**src/rtl/fib_pkg.sv**
```systemverilog
// rtl/fib_pkg.sv - shared types and seed constants for the Fibonacci/Lucas calculator
package fib_pkg;

    typedef enum logic [1:0] {
        IDLE = 2'd0,
        CALC = 2'd1,
        DONE = 2'd2
    } state_t;

    typedef enum logic {
        MODE_FIB   = 1'b0,
        MODE_LUCAS = 1'b1
    } mode_t;

    localparam logic [63:0] FIB_SEED0   = 64'd0;
    localparam logic [63:0] FIB_SEED1   = 64'd1;
    localparam logic [63:0] LUCAS_SEED0 = 64'd2;
    localparam logic [63:0] LUCAS_SEED1 = 64'd1;

    function automatic logic [63:0] seed0(input mode_t m);
        return (m == MODE_LUCAS) ? LUCAS_SEED0 : FIB_SEED0;
    endfunction

    function automatic logic [63:0] seed1(input mode_t m);
        return (m == MODE_LUCAS) ? LUCAS_SEED1 : FIB_SEED1;
    endfunction

endpackage

```
**src/rtl/fib_sat_add.sv**
```systemverilog
// rtl/fib_sat_add.sv - tagged saturating adder for sequence terms
//   a, b         : operands (DATA_W)
//   a_tag, b_tag : operand already saturated (true value exceeds range)
//   sum          : a+b, or all-ones when saturated
//   sum_tag      : result saturated
module fib_sat_add #(
    parameter int DATA_W = 16
) (
    input  logic [DATA_W-1:0] a,
    input  logic [DATA_W-1:0] b,
    input  logic              a_tag,
    input  logic              b_tag,
    output logic [DATA_W-1:0] sum,
    output logic              sum_tag
);

    logic [DATA_W:0] wide_sum;

    // A tagged operand already stands for a value above the range, so any sum
    // involving it is also out of range regardless of the carry.
    always_comb begin
        wide_sum = {1'b0, a} + {1'b0, b};
        sum_tag  = wide_sum[DATA_W] | a_tag | b_tag;
        sum      = sum_tag ? {DATA_W{1'b1}} : wide_sum[DATA_W-1:0];
    end

endmodule

```
**src/rtl/fibonacci_seq_calc.sv**
```systemverilog
// rtl/fibonacci_seq_calc.sv - iterative Fibonacci/Lucas term calculator with saturation
//   clk, reset_n : clock, asynchronous active-low reset
//   begin_fibo   : start request; input_s (index n) and mode sampled with it
//   busy         : computation in progress
//   done         : result valid (level, held until next accepted start)
//   fibo_out     : term n, saturated to all-ones
//   overflow     : true term exceeds 2**DATA_W-1
module fibonacci_seq_calc
    import fib_pkg::*;
#(
    parameter int DATA_W = 16,
    parameter int IDX_W  = 5
) (
    input  logic              clk,
    input  logic              reset_n,
    input  logic              begin_fibo,
    input  logic [IDX_W-1:0]  input_s,
    input  logic              mode,
    output logic              busy,
    output logic              done,
    output logic [DATA_W-1:0] fibo_out,
    output logic              overflow
);

    state_t             state;
    logic [DATA_W-1:0]  a;
    logic [DATA_W-1:0]  b;
    logic               a_tag;
    logic               b_tag;
    logic [IDX_W-1:0]   cnt;
    logic [IDX_W-1:0]   n_lat;
    logic [DATA_W-1:0]  sum;
    logic               sum_tag;

    fib_sat_add #(.DATA_W(DATA_W)) u_add (
        .a       (a),
        .b       (b),
        .a_tag   (a_tag),
        .b_tag   (b_tag),
        .sum     (sum),
        .sum_tag (sum_tag)
    );

    // Both flags decode straight from the state register, so they can never
    // be high together.
    assign busy = (state == CALC);
    assign done = (state == DONE);

    always_ff @(posedge clk or negedge reset_n) begin
        if (!reset_n) begin
            state    <= IDLE;
            a        <= '0;
            b        <= '0;
            a_tag    <= 1'b0;
            b_tag    <= 1'b0;
            cnt      <= '0;
            n_lat    <= '0;
            fibo_out <= '0;
            overflow <= 1'b0;
        end else begin
            case (state)
                IDLE, DONE: begin
                    if (begin_fibo) begin
                        n_lat <= input_s;
                        a     <= DATA_W'(seed0(mode_t'(mode)));
                        b     <= DATA_W'(seed1(mode_t'(mode)));
                        a_tag <= 1'b0;
                        b_tag <= 1'b0;
                        cnt   <= '0;
                        state <= CALC;
                    end
                end
                CALC: begin
                    // Compare before increment: the last index finishes without
                    // the counter ever wrapping.
                    if (cnt == n_lat) begin
                        fibo_out <= a;
                        overflow <= a_tag;
                        state    <= DONE;
                    end else begin
                        a     <= b;
                        a_tag <= b_tag;
                        b     <= sum;
                        b_tag <= sum_tag;
                        cnt   <= cnt + IDX_W'(1);
                    end
                end
                default: state <= IDLE;
            endcase
        end
    end

endmodule

```
**config.mk**
```make
export PLATFORM = sky130hd
export DESIGN_NAME = fibonacci_seq_calc
export DESIGN_NICKNAME = d
export VERILOG_FILES = /design/src/rtl/fib_pkg.sv /design/src/rtl/fib_sat_add.sv /design/src/rtl/fibonacci_seq_calc.sv
export SDC_FILE = /design/constraint.sdc
export NUM_CORES = 1
export LEC_CHECK = 0
export ABC_AREA = 1
export ABC_CLOCK_PERIOD_IN_PS = 2130
export CAP_MARGIN = 40
export CORE_MARGIN = 2
export CORE_UTILIZATION = 45
export CTS_CLUSTER_DIAMETER = 120
export DETAILED_ROUTE_END_ITERATION = 12
export GPL_TIMING_DRIVEN = 0
export PLACE_DENSITY = 0.76
export SLEW_MARGIN = 20
export SYNTH_ARGS = -nofsm -noshare
export SYNTH_HDL_FRONTEND = slang
export SYNTH_SLANG_ARGS = --single-unit
```
**constraint.sdc**
```tcl
create_clock -name clk -period 2.13 [get_ports clk]
set_input_delay 0.5325 -clock clk [delete_from_list [all_inputs] [get_ports clk]]
set_output_delay 0.5325 -clock clk [all_outputs]
set_load 0.01 [all_outputs]
```
---- Yosys cells after proc, flatten, opt, wreduce, memory -nomap -nowiden ----
Index checks and enable logic that the tools add are counted.
W data, S select, Z words.
cells by class
  add/sub/neg operators ................... 2
  eq/ne operators ......................... 6
  muxes and demuxes ....................... 19
  bitwise gates (word level) .............. 2
  reduce and logical (&&, ||, !) cells .... 7
operator list
  operator               number
  $mux W16               5
  $pmux W16 S2           2
  $add A16 B16 Y17       1
  $mux W5                2
  $pmux W5 S2            1
  $mux W2                3
  $reduce_and A2 Y1      3
  $add A5 B1 Y5 const B  1
  $eq A5 B5 Y1           1
  $ne A2 B2 Y1 const B   2
  $pmux W1 S2            2
  $pmux W2 S2            1
  $mux W1                3
  $reduce_and A3 Y1      1
  $eq A2 B1 Y1 const B   1
  $eq A2 B2 Y1 const B   1
  $logic_not A2 Y1       1
  $ne A2 B1 Y1 const B   1
  $or A1 B1 Y1           2
  $reduce_bool A2 Y1     1
  $reduce_or A2 Y1       1
word-level totals
  register bits ........................... 63
  input bits .............................. 9
  output and inout bits ................... 19
  logic and storage cells ................. 45

---- Logic depth before layout (Yosys ltp) ----
Gate-level depths: netlist (run 1).
  depth in word-level cells ............... 6
  depth in mapped cells ................... 13

---- Cells and area by module ----
From an unflattened synthesis (run 1), not the netlist that was laid out.
unflattened totals
  cell total of the unflattened synthesis .. 520
  area, all modules ....................... 3915.0 µm²
by module, submodules not included
  module              times used  cells each  area each (µm²)  seq. area each (µm²)
  fibonacci_seq_calc  1           308         2815.2           1576.5
  fib_sat_add         1           212         1099.8           0.0

---- Worst setup path after synthesis (run 1) ----
Ideal clock, no wire load.
  kind .................................... register to register
  from .................................... reg b[0]
  to ...................................... reg b[10]
  setup time .............................. 116 ps
  data arrival time ....................... 1768 ps
  required time ........................... 2014 ps
  setup slack ............................. 245 ps
  cell stages (with the launch flop) ...... 11
  period minus slack after synthesis ...... 1885 ps
  cells stage by stage .................... dfrtp_1 -> ha_1 -> fa_1 -> nand3_1 -> nand2_1 -> nand2_1 -> nand2_1 -> a21oi_2 -> nand3_1 -> nand2_1 -> nand2_1
between the ends
  cells in the longest elaborated chain, start to end .. 6
RTL lines
  item                       line                      text
  start, declared            fibonacci_seq_calc.sv:27  logic [DATA_W-1:0] b;
  start signal, assigned     fibonacci_seq_calc.sv:66  b <= DATA_W'(seed1(mode_t'(mode)));
  start signal, assigned     fibonacci_seq_calc.sv:83  b <= sum;
  $add A16 B16 Y17 *         fib_sat_add.sv:22         wide_sum = {1'b0, a} + {1'b0, b};
  $or A1 B1 Y1 (2 in a row)  fib_sat_add.sv:23         sum_tag = wide_sum[DATA_W] | a_tag | b_tag;
  $mux W16 *                 fib_sat_add.sv:24         sum = sum_tag ? {DATA_W{1'b1}} : wide_sum[DATA_W-1:0];
  $mux W16 *                 fibonacci_seq_calc.sv:76  if (cnt == n_lat) begin
  $pmux W16 S2 *             fibonacci_seq_calc.sv:61  case (state)
Every way passes the cells marked *; elsewhere a longest branch is shown, timed or not. The select of a mux whose other input is x is not followed.
A chain may end at the register's enable or synchronous reset.

---- Final worst setup path (run 1) ----
  from .................................... reg b[0]
  to ...................................... reg b[5]
Same word-level chain as after synthesis.

==> metrics.txt, run 1 <==
skew final=0.0102 ns; worst path arrival time=2.28 ns; starting DRC count in detailed routing=208; Clk pin slew, worst setup/hold paths=0.07 ns; MaxCap Viol Count=0; First-pass DRT Iterations=5; crit-path cells=ha_2 > fa_2 > nand3_2 > nand2_2 > nand2_1 > nand2_2 > nand2_2 > nand3_2 > o21ai_2 > nand2_1; hold crit path type=primary input to asynchronous set/reset pin; Final period util=95.7%; Tightest Pin Transition=0.406 ns; final hold vios=0; status=complete, no violations; CP max stage delay=0.42 ns; critical path's slowest cell=dfrtp_1; CTS tree=built; drt via density=5.25; ant diodes=0; Most common cell on crit path=nand2_2; vias=3294; Synth top area share=42.9%; Yosys reg bits=63; Reg2Reg Capture Point=b[5]$_DFFE_PN0P_; layout cells sized above 1=12.9%; largest cells by area after synthesis=dfrtp_1, nand2_1, nand3_1; CP Buf/Inv Count=0; critical path class=register to register; fmax=0.491 GHz; Final Setup Violations=0; drt drc=0; die height=94.4 µm; # nets final=549; Synth Instances=479; H-Tree Depth=3; Synthesized Nets=506; ANT nets after route=0; die area=8900 µm²; vias in the first global route=3196; gr ovfl total=0; Post-synth ARST share=100%; IO buf count=27; R2R setup slack=0.09 ns; Worst R2R Path Depth=10; I/O pin cnt=28; final setup TNS=0 ns; DP HPWL=6650 µm; Post-Place Worst Slack=-0.212 ns; first-pass GRT wire length=15600 µm; Mapped Area=3670 µm²; Mean Syn Cell Area=7.67 µm²; fin. max-slew vios=0; clk_lat worst skew=0.35 ns; Unique masters post-synth=30; Final min period=2.04 ns; gpl congestion=0.956; initial antenna violation count=0; Clock Sinks=63; routed len/inst=15.1 µm; Slew HR=72.9%; CP Depth=10; worst path required time=2.37 ns; Area Growth Syn to Fin=20.4%; largest delay contributor family on the critical path=simple AND/OR/NAND/NOR gates; # rows=32; Post-synth EDFFs=0; Core Box Area=7810 µm²; Max Root-Sink Buffers=2; worst hold margin=0.0856 ns; largest net degree at the start of global routing=39; final wirelength=9490 µm; Setup crit end kind=register; GRT Total Usage=22.9%; r2r startpoint=b[0]$_DFFE_PN0P_; Root Buffer=clkbuf_8; final worst slack=0.0913 ns; Die W=94.4 µm; initial core utilization=47.1%; Yosys warning total=0; cell taking the most area after synthesis=dfrtp_1; Most used DFF post-synth=dfrtp_1; crit path max fanout=4; CTS Buf Count=9; register area share after synthesis=42.9%; crit start category=register
[cells in the mapped netlist (all sizes together) (2+ instances only)]
master,number
nand2,144
nand3,57
nand3b,2
inv,70
o21ai,52
dfrtp,63
buf,14
xor2,10
nor2,28
nand4,3
or2,2
and2,4
a21oi,10
ha,17
[registers in the layout (all words and copies together) (netlist names)]
signal / count
b_tag: 1
n_lat: 5
state: 2
a_tag: 1
fibo_out: 16
cnt: 5
b: 16
overflow: 1
a: 16
[cell families (layout without fill, tap and decap cells)]
kind of cell	after synthesis	count (layout)	share of synthesized area (%)
XOR/XNOR	11	11	2.62
AND/OR/NAND/NOR	240	241	28.5
buffers and inverters	84	130	10.5
flip-flops	63	63	42.9
AO/OA/AOI/OAI	63	63	9.06
adder cells (fa/ha/maj)	18	18	6.34
[layout make-up]
type	count	area (µm²)
Buffer	13	129
Clock buffer	12	155
Clock inverter	3	42.5
Fill cell	730	3390
Inverter	70	268
Multi-Input combinational cell	333	1790
Sequential cell	63	1580
Tap cell	102	128
Timing Repair Buffer	32	329
[placed cells by master, fill, tap and decap left out, types with 3 or more instances in the layout]
| cell | Yosys | routed |
|---|---|---|
| a21oi_1 | 9 | 8 |
| and2_1 | 4 | 4 |
| buf_12 | 1 | 4 |
| buf_2 | 7 | 5 |
| buf_4 | 1 | 5 |
| buf_6 | 5 | 5 |
| clkbuf_8 | 0 | 11 |
| clkdlybuf4s50_1 | 0 | 25 |
| dfrtp_1 | 63 | 63 |
| ha_1 | 17 | 16 |
| inv_1 | 67 | 67 |
| nand2_1 | 140 | 135 |
| nand2_2 | 2 | 7 |
| nand3_1 | 55 | 50 |
| nand3_2 | 2 | 7 |
| nor2_1 | 24 | 23 |
| nor2_2 | 4 | 3 |
| o21ai_0 | 10 | 7 |
| o21ai_1 | 39 | 42 |
| o21ai_2 | 3 | 3 |
| xor2_1 | 10 | 10 |
[worst max-delay path by stage]
stage / endpoint / start / slack (ns)
finish: b[5]$_DFFE_PN0P_ / b[0]$_DFFE_PN0P_ / 0.09
CTS: b[9]$_DFFE_PN0P_ / b[0]$_DFFE_PN0P_ / 0.02
floorplan: b[10]$_DFFE_PN0P_ / b[0]$_DFFE_PN0P_ / 0.25
global route: b_tag$_DFFE_PN0P_ / b[13]$_DFFE_PN0P_ / -0.02
detailed placement: busy / state[0]$_DFFE_PN0P_ / -0.21
global placement: n_lat[3]$_DFFE_PN0P_ / reset_n / -1.54
[metal layers]
layer	wire, µm	vias up	track usage [%]
met2	4490	102	36.9
met1	4230	1563	30.9
met5	0	-	0
li1	-	1609	-
met4	212	0	8.21
met3	558	20	4.63
[stage by stage]
step,area [µm²],cells,util [%]
2_1_floorplan,3670,479,-
3_3_place_gp,4070,608,52.1
3_5_place_dp,4090,609,52.4
4_1_cts,4340,625,55.6
5_1_grt,4420,628,56.6
6_report,4420,628,56.6
[timing repair]
action | CTS | global route
setup buffers | 2 | 2
pin swaps | 2 | 2
gates cloned | 0 | 1
hold buffers | 0 | 0
setup endpoints to repair | 18 | 17
endpoints found under the hold margin | 0 | 0
gates resized for setup | 11 | 15
Power of run 1 is left out: the tool's default activity adds up to more than one toggle a clock period on the data nets, which glitch-free logic cannot reach.
==> run 2, diff against run 1 <==
- MAX_ROUTING_LAYER: not set -> met4
==> run 2 against run 1 <==
- register-to-register slack barely moved
- clock skew grew 0.0028 ns
- critical path depth unchanged
- critical endpoint is now b[9]$_DFFE_PN0P_
- largest cell class unchanged
==> metrics.txt, run 2 (synthesis results as in run 1) <==
Setup crit end kind=register; die area=8900 µm²; H-Tree Depth=3; CP max stage delay=0.40 ns; worst path arrival time=2.30 ns; Area Growth Syn to Fin=19.8%; Core Box Area=7810 µm²; final wirelength=9300 µm; largest delay contributor family on the critical path=simple AND/OR/NAND/NOR gates; initial core utilization=47.1%; CP Buf/Inv Count=0; Tightest Pin Transition=0.400 ns; routed len/inst=14.8 µm; Die W=94.4 µm; crit start category=register; Most common cell on crit path=nand2_2; worst path required time=2.38 ns; starting DRC count in detailed routing=123; Max Root-Sink Buffers=2; GRT Total Usage=22.8%; largest net degree at the start of global routing=37; critical path's slowest cell=dfrtp_1; CTS Buf Count=9; crit-path cells=ha_2 > fa_2 > nand3_2 > nand2_2 > nand2_1 > nand2_2 > a21oi_4 > nand3_2 > nand2_2 > nand2_1; final hold vios=0; commonest non-fill, non-tap cell in the layout=nand2_1; first-pass GRT wire length=15100 µm; Root Buffer=clkbuf_8; Final Setup Violations=0; gpl congestion=0.965; critical path class=register to register; fin. max-slew vios=0; IO buf count=27; clk_lat worst skew=0.36 ns; vias=3209; ANT nets after route=0; MaxCap Viol Count=0; initial antenna violation count=0; hold buffer count at cts=0; Slew HR=73.3%; Clock Sinks=63; status=complete, no violations; Placed Area=4090 µm²; gr ovfl total=0; DP HPWL=6780 µm; hold crit path type=primary input to asynchronous set/reset pin; crit path max fanout=8; CTS tree=built; fmax=0.487 GHz; Largest regs=a: 16 flops, b: 16 flops, fibo_out: 16 flops; # nets final=549; # rows=32; vias in the first global route=3141; drt drc=0; layout cells sized above 1=12.3%; Clk pin slew, worst setup/hold paths=0.08 ns; drt via density=5.10; Design Area, Final=4400 µm²; skew final=0.0130 ns; Final min period=2.05 ns; commonest non-fill, non-tap cells in the layout=nand2_1, inv_1, dfrtp_1; die height=94.4 µm; ant diodes=0; Final period util=96.3%; First-pass DRT Iterations=5; I/O pin cnt=28
==> run 2: cell types whose count changed in the layout (fill, tap and decap cells not counted), moves of 2 or more <==
cell and change:
buf_12 -2, clkbuf_1 +2, clkbuf_8 -2, nand3_1 +2
nand3_2 -2
==> run 2: cell type report <==
cell class | instances | area (µm²)
fillers | 737 | 3410
multi-input cells | 333 | 1780
clock inverters | 4 | 70.1
flip-flops and latches | 63 | 1580
plain buffers | 13 | 120
inverters | 70 | 268
well taps | 102 | 128
repair buffers | 32 | 320
clock buffers | 12 | 135
==> run 2: what timing repair did <==
item,4_1_cts,5_1_grt
setup endpoints to repair,15,18
gates cloned,0,1
buffers inserted,3,1
gates resized for setup,7,14
pin swaps,2,4
endpoints found under the hold margin,0,0
==> run 2: worst reg2reg max path: stages (launching register included) <==
cell	delay, ns
dfrtp_1	0.40
ha_2	0.20
fa_2	0.40
nand3_2	0.10
nand2_2	0.09
nand2_1	0.09
nand2_2	0.10
a21oi_4	0.30
nand3_2	0.11
nand2_2	0.10
nand2_1	0.06
==> run 2: stage by stage <==
step                      TNS (ns)  std cells  hold slack [ns]  setup WS (ns)  util, %
after detailed placement     -2.06        609            0.477         -0.200     52.4
after global placement      -97.98        608            0.473          -1.53     52.1
final                            0        629           0.0809         0.0781     56.4
after floorplan                  0        479            0.237          0.245        -
after global routing       -0.0963        629            0.119        -0.0343     56.4
after CTS                        0        627           0.0949         0.0111     55.6
==> run 2: final timing paths <==
path | end | cells after the start | slack [ns] | startpoint
min in group clk | fibo_out[13]$_DFFE_PN0P_ | 2 | 0.49 | fibo_out[13]$_DFFE_PN0P_
min | b[5]$_DFFE_PN0P_ | 1 | 0.08 | reset_n
max reg2reg | b[9]$_DFFE_PN0P_ | 10 | 0.08 | b[0]$_DFFE_PN0P_
max in group asynchronous | state[1]$_DFFE_PN0P_ | 2 | 1.53 | reset_n
max | b[9]$_DFFE_PN0P_ | 10 | 0.08 | b[0]$_DFFE_PN0P_
min reg2reg | fibo_out[13]$_DFFE_PN0P_ | 2 | 0.49 | fibo_out[13]$_DFFE_PN0P_
==> run 2: layer usage <==
layer	GRT usage (%)	wire length, µm	vias up
li1	-	-	1604
met4	7.97	150	0
met2	37.2	4520	64
met1	29.0	4290	1526
met3	3.83	331	15
met5	-	0	-
Power of run 2 is left out for the same reason.
==> run 3, diff against run 2 <==
- ABC_CLOCK_PERIOD_IN_PS: 2130 -> 2550
- clock period: 2.13 -> 2.55 ns (I/O delays scaled with it)
==> run 3 against run 2 <==
- clock skew is essentially flat
- die area is the same
- routed wire length shrank 4.4%
- first-iteration DRC count shrank 5.7%
- critical path depth shrank 6
- hold slack gained 0.11 ns
- register-to-register slack gained 0.17 ns
- via count shrank 0.84%
- clock-buffer cell count is the same
- global-route usage shrank 0.23 points
- core utilization shrank 1.4 points
- critical path type is now register to primary output
==> metrics.txt, run 3 (synthesis results as in run 1) <==
Cells after DPL=609; Largest regs=a: 16 flops, b: 16 flops, fibo_out: 16 flops; hold crit path type=primary input to asynchronous set/reset pin; H-Tree Depth=3; Core Box Area=7810 µm²; Max Root-Sink Buffers=2; gpl congestion=0.965; fmax=0.404 GHz; vias in the first global route=3122; starting DRC count in detailed routing=116; final worst slack=0.0730 ns; final wirelength=8880 µm; commonest non-fill, non-tap cells in the layout=nand2_1, inv_1, dfrtp_1; Area Growth Syn to Fin=16.9%; drt drc=0; RSZ-0062 raised after global routing=no; Setup crit end kind=primary output; DP HPWL=6780 µm; Root Buffer=clkbuf_8; Slew HR=71.6%; ant diodes=0; clk_lat worst skew=0.36 ns; critical path class=register to primary output; First-pass DRT Iterations=4; Post-Place Worst Slack=0.115 ns; drt via density=5.10; filler cell count=754; final non-filler cell total=624; worst path required time=1.91 ns; worst path arrival time=1.84 ns; final hold vios=0; status=complete, no violations; initial antenna violation count=0; routed len/inst=14.2 µm; die height=94.4 µm; register area=1580 µm²; Tightest Pin Transition=0.425 ns; r2r startpoint=b[0]$_DFFE_PN0P_; # nets final=544; gr ovfl total=0; Final period util=97.1%; Post-CTS Setup Bufs=0; IO buf count=27; vias=3182; ANT nets after route=0; largest net degree at the start of global routing=37; die area=8900 µm²; Setup crit start=state[0]$_DFFE_PN0P_; Reg2Reg Capture Point=b[9]$_DFFE_PN0P_; commonest non-fill, non-tap cell in the layout=nand2_1; Layout Utilization=55.0%; layout cells sized above 1=9.20%; Multi-input gate area=1710 µm²; MaxCap Viol Count=0; CTS tree=built; fin. max-slew vios=0; Die W=94.4 µm; # rows=32; hold buffer count at cts=0; crit path max fanout=19; crit start category=register; skew final=0.0131 ns; Clk pin slew, worst setup/hold paths=0.08 ns; I/O pin cnt=28; R2R setup slack=0.25 ns; CTS Buf Count=9; initial core utilization=47.1%; Worst R2R Path Depth=10; final setup TNS=0 ns; GRT Total Usage=22.6%; Final min period=2.48 ns; Final Setup Violations=0; Clock Sinks=63; first-pass GRT wire length=15000 µm
[run 3: changes by cell type in the layout (fill, tap and decap cells not counted), moves of 2 or more]
cell,delta
nor2_4,-2
nand3_1,+3
nand2_1,+5
nand3_2,-3
o21ai_1,-2
o21ai_0,+2
buf_4,-4
nand2_2,-5
[run 3: how the worst max path moves through the flow]
stage / end / slack (ns) / cells after the start
2_1_floorplan: b[10]$_DFFE_PN0P_ / 0.67 / 10
3_3_place_gp: n_lat[3]$_DFFE_PN0P_ / -1.21 / 1
3_5_place_dp: busy / 0.12 / 5
4_1_cts: busy / 0.001 / 4
5_1_grt: busy / 0.01 / 4
6_report: busy / 0.07 / 4
[run 3: routing by layer]
layer | track usage [%] | wire [µm] | up-vias
met3 | 3.83 | 472 | 10
met5 | - | 0 | -
met2 | 36.7 | 4250 | 67
li1 | - | - | 1593
met1 | 28.8 | 4060 | 1512
met4 | 7.97 | 99 | 0
[run 3: layout make-up]
cell class                      count  share of cell area (%)
Multi-Input combinational cell    332                    39.8
Inverter                           70                    6.23
Clock inverter                      4                    1.63
Sequential cell                    63                    36.7
Tap cell                          102                    2.97
Timing Repair Buffer               28                    6.70
Buffer                             13                    2.80
Clock buffer                       12                    3.15
[run 3: what timing repair did]
action                     CTS  global route
setup endpoints to repair    1             1
resized for setup            1             1
pin swaps                    0             0
[run 3: per-stage QoR]
stage | hold slack, ns | cell area [µm²]
floorplan | 0.342 | 3670
global placement | 0.473 | 4070
detailed placement | 0.482 | 4090
CTS | 0.200 | 4290
global route | 0.224 | 4300
finish | 0.187 | 4300
[run 3: critical path: stages (launching register included)]
cell and delay [ns]:
dfrtp_1 0.38, inv_1 0.06, nor2_2 0.23, buf_6 0.25
clkdlybuf4s50_1 0.56
Power of run 3 is left out for the same reason.
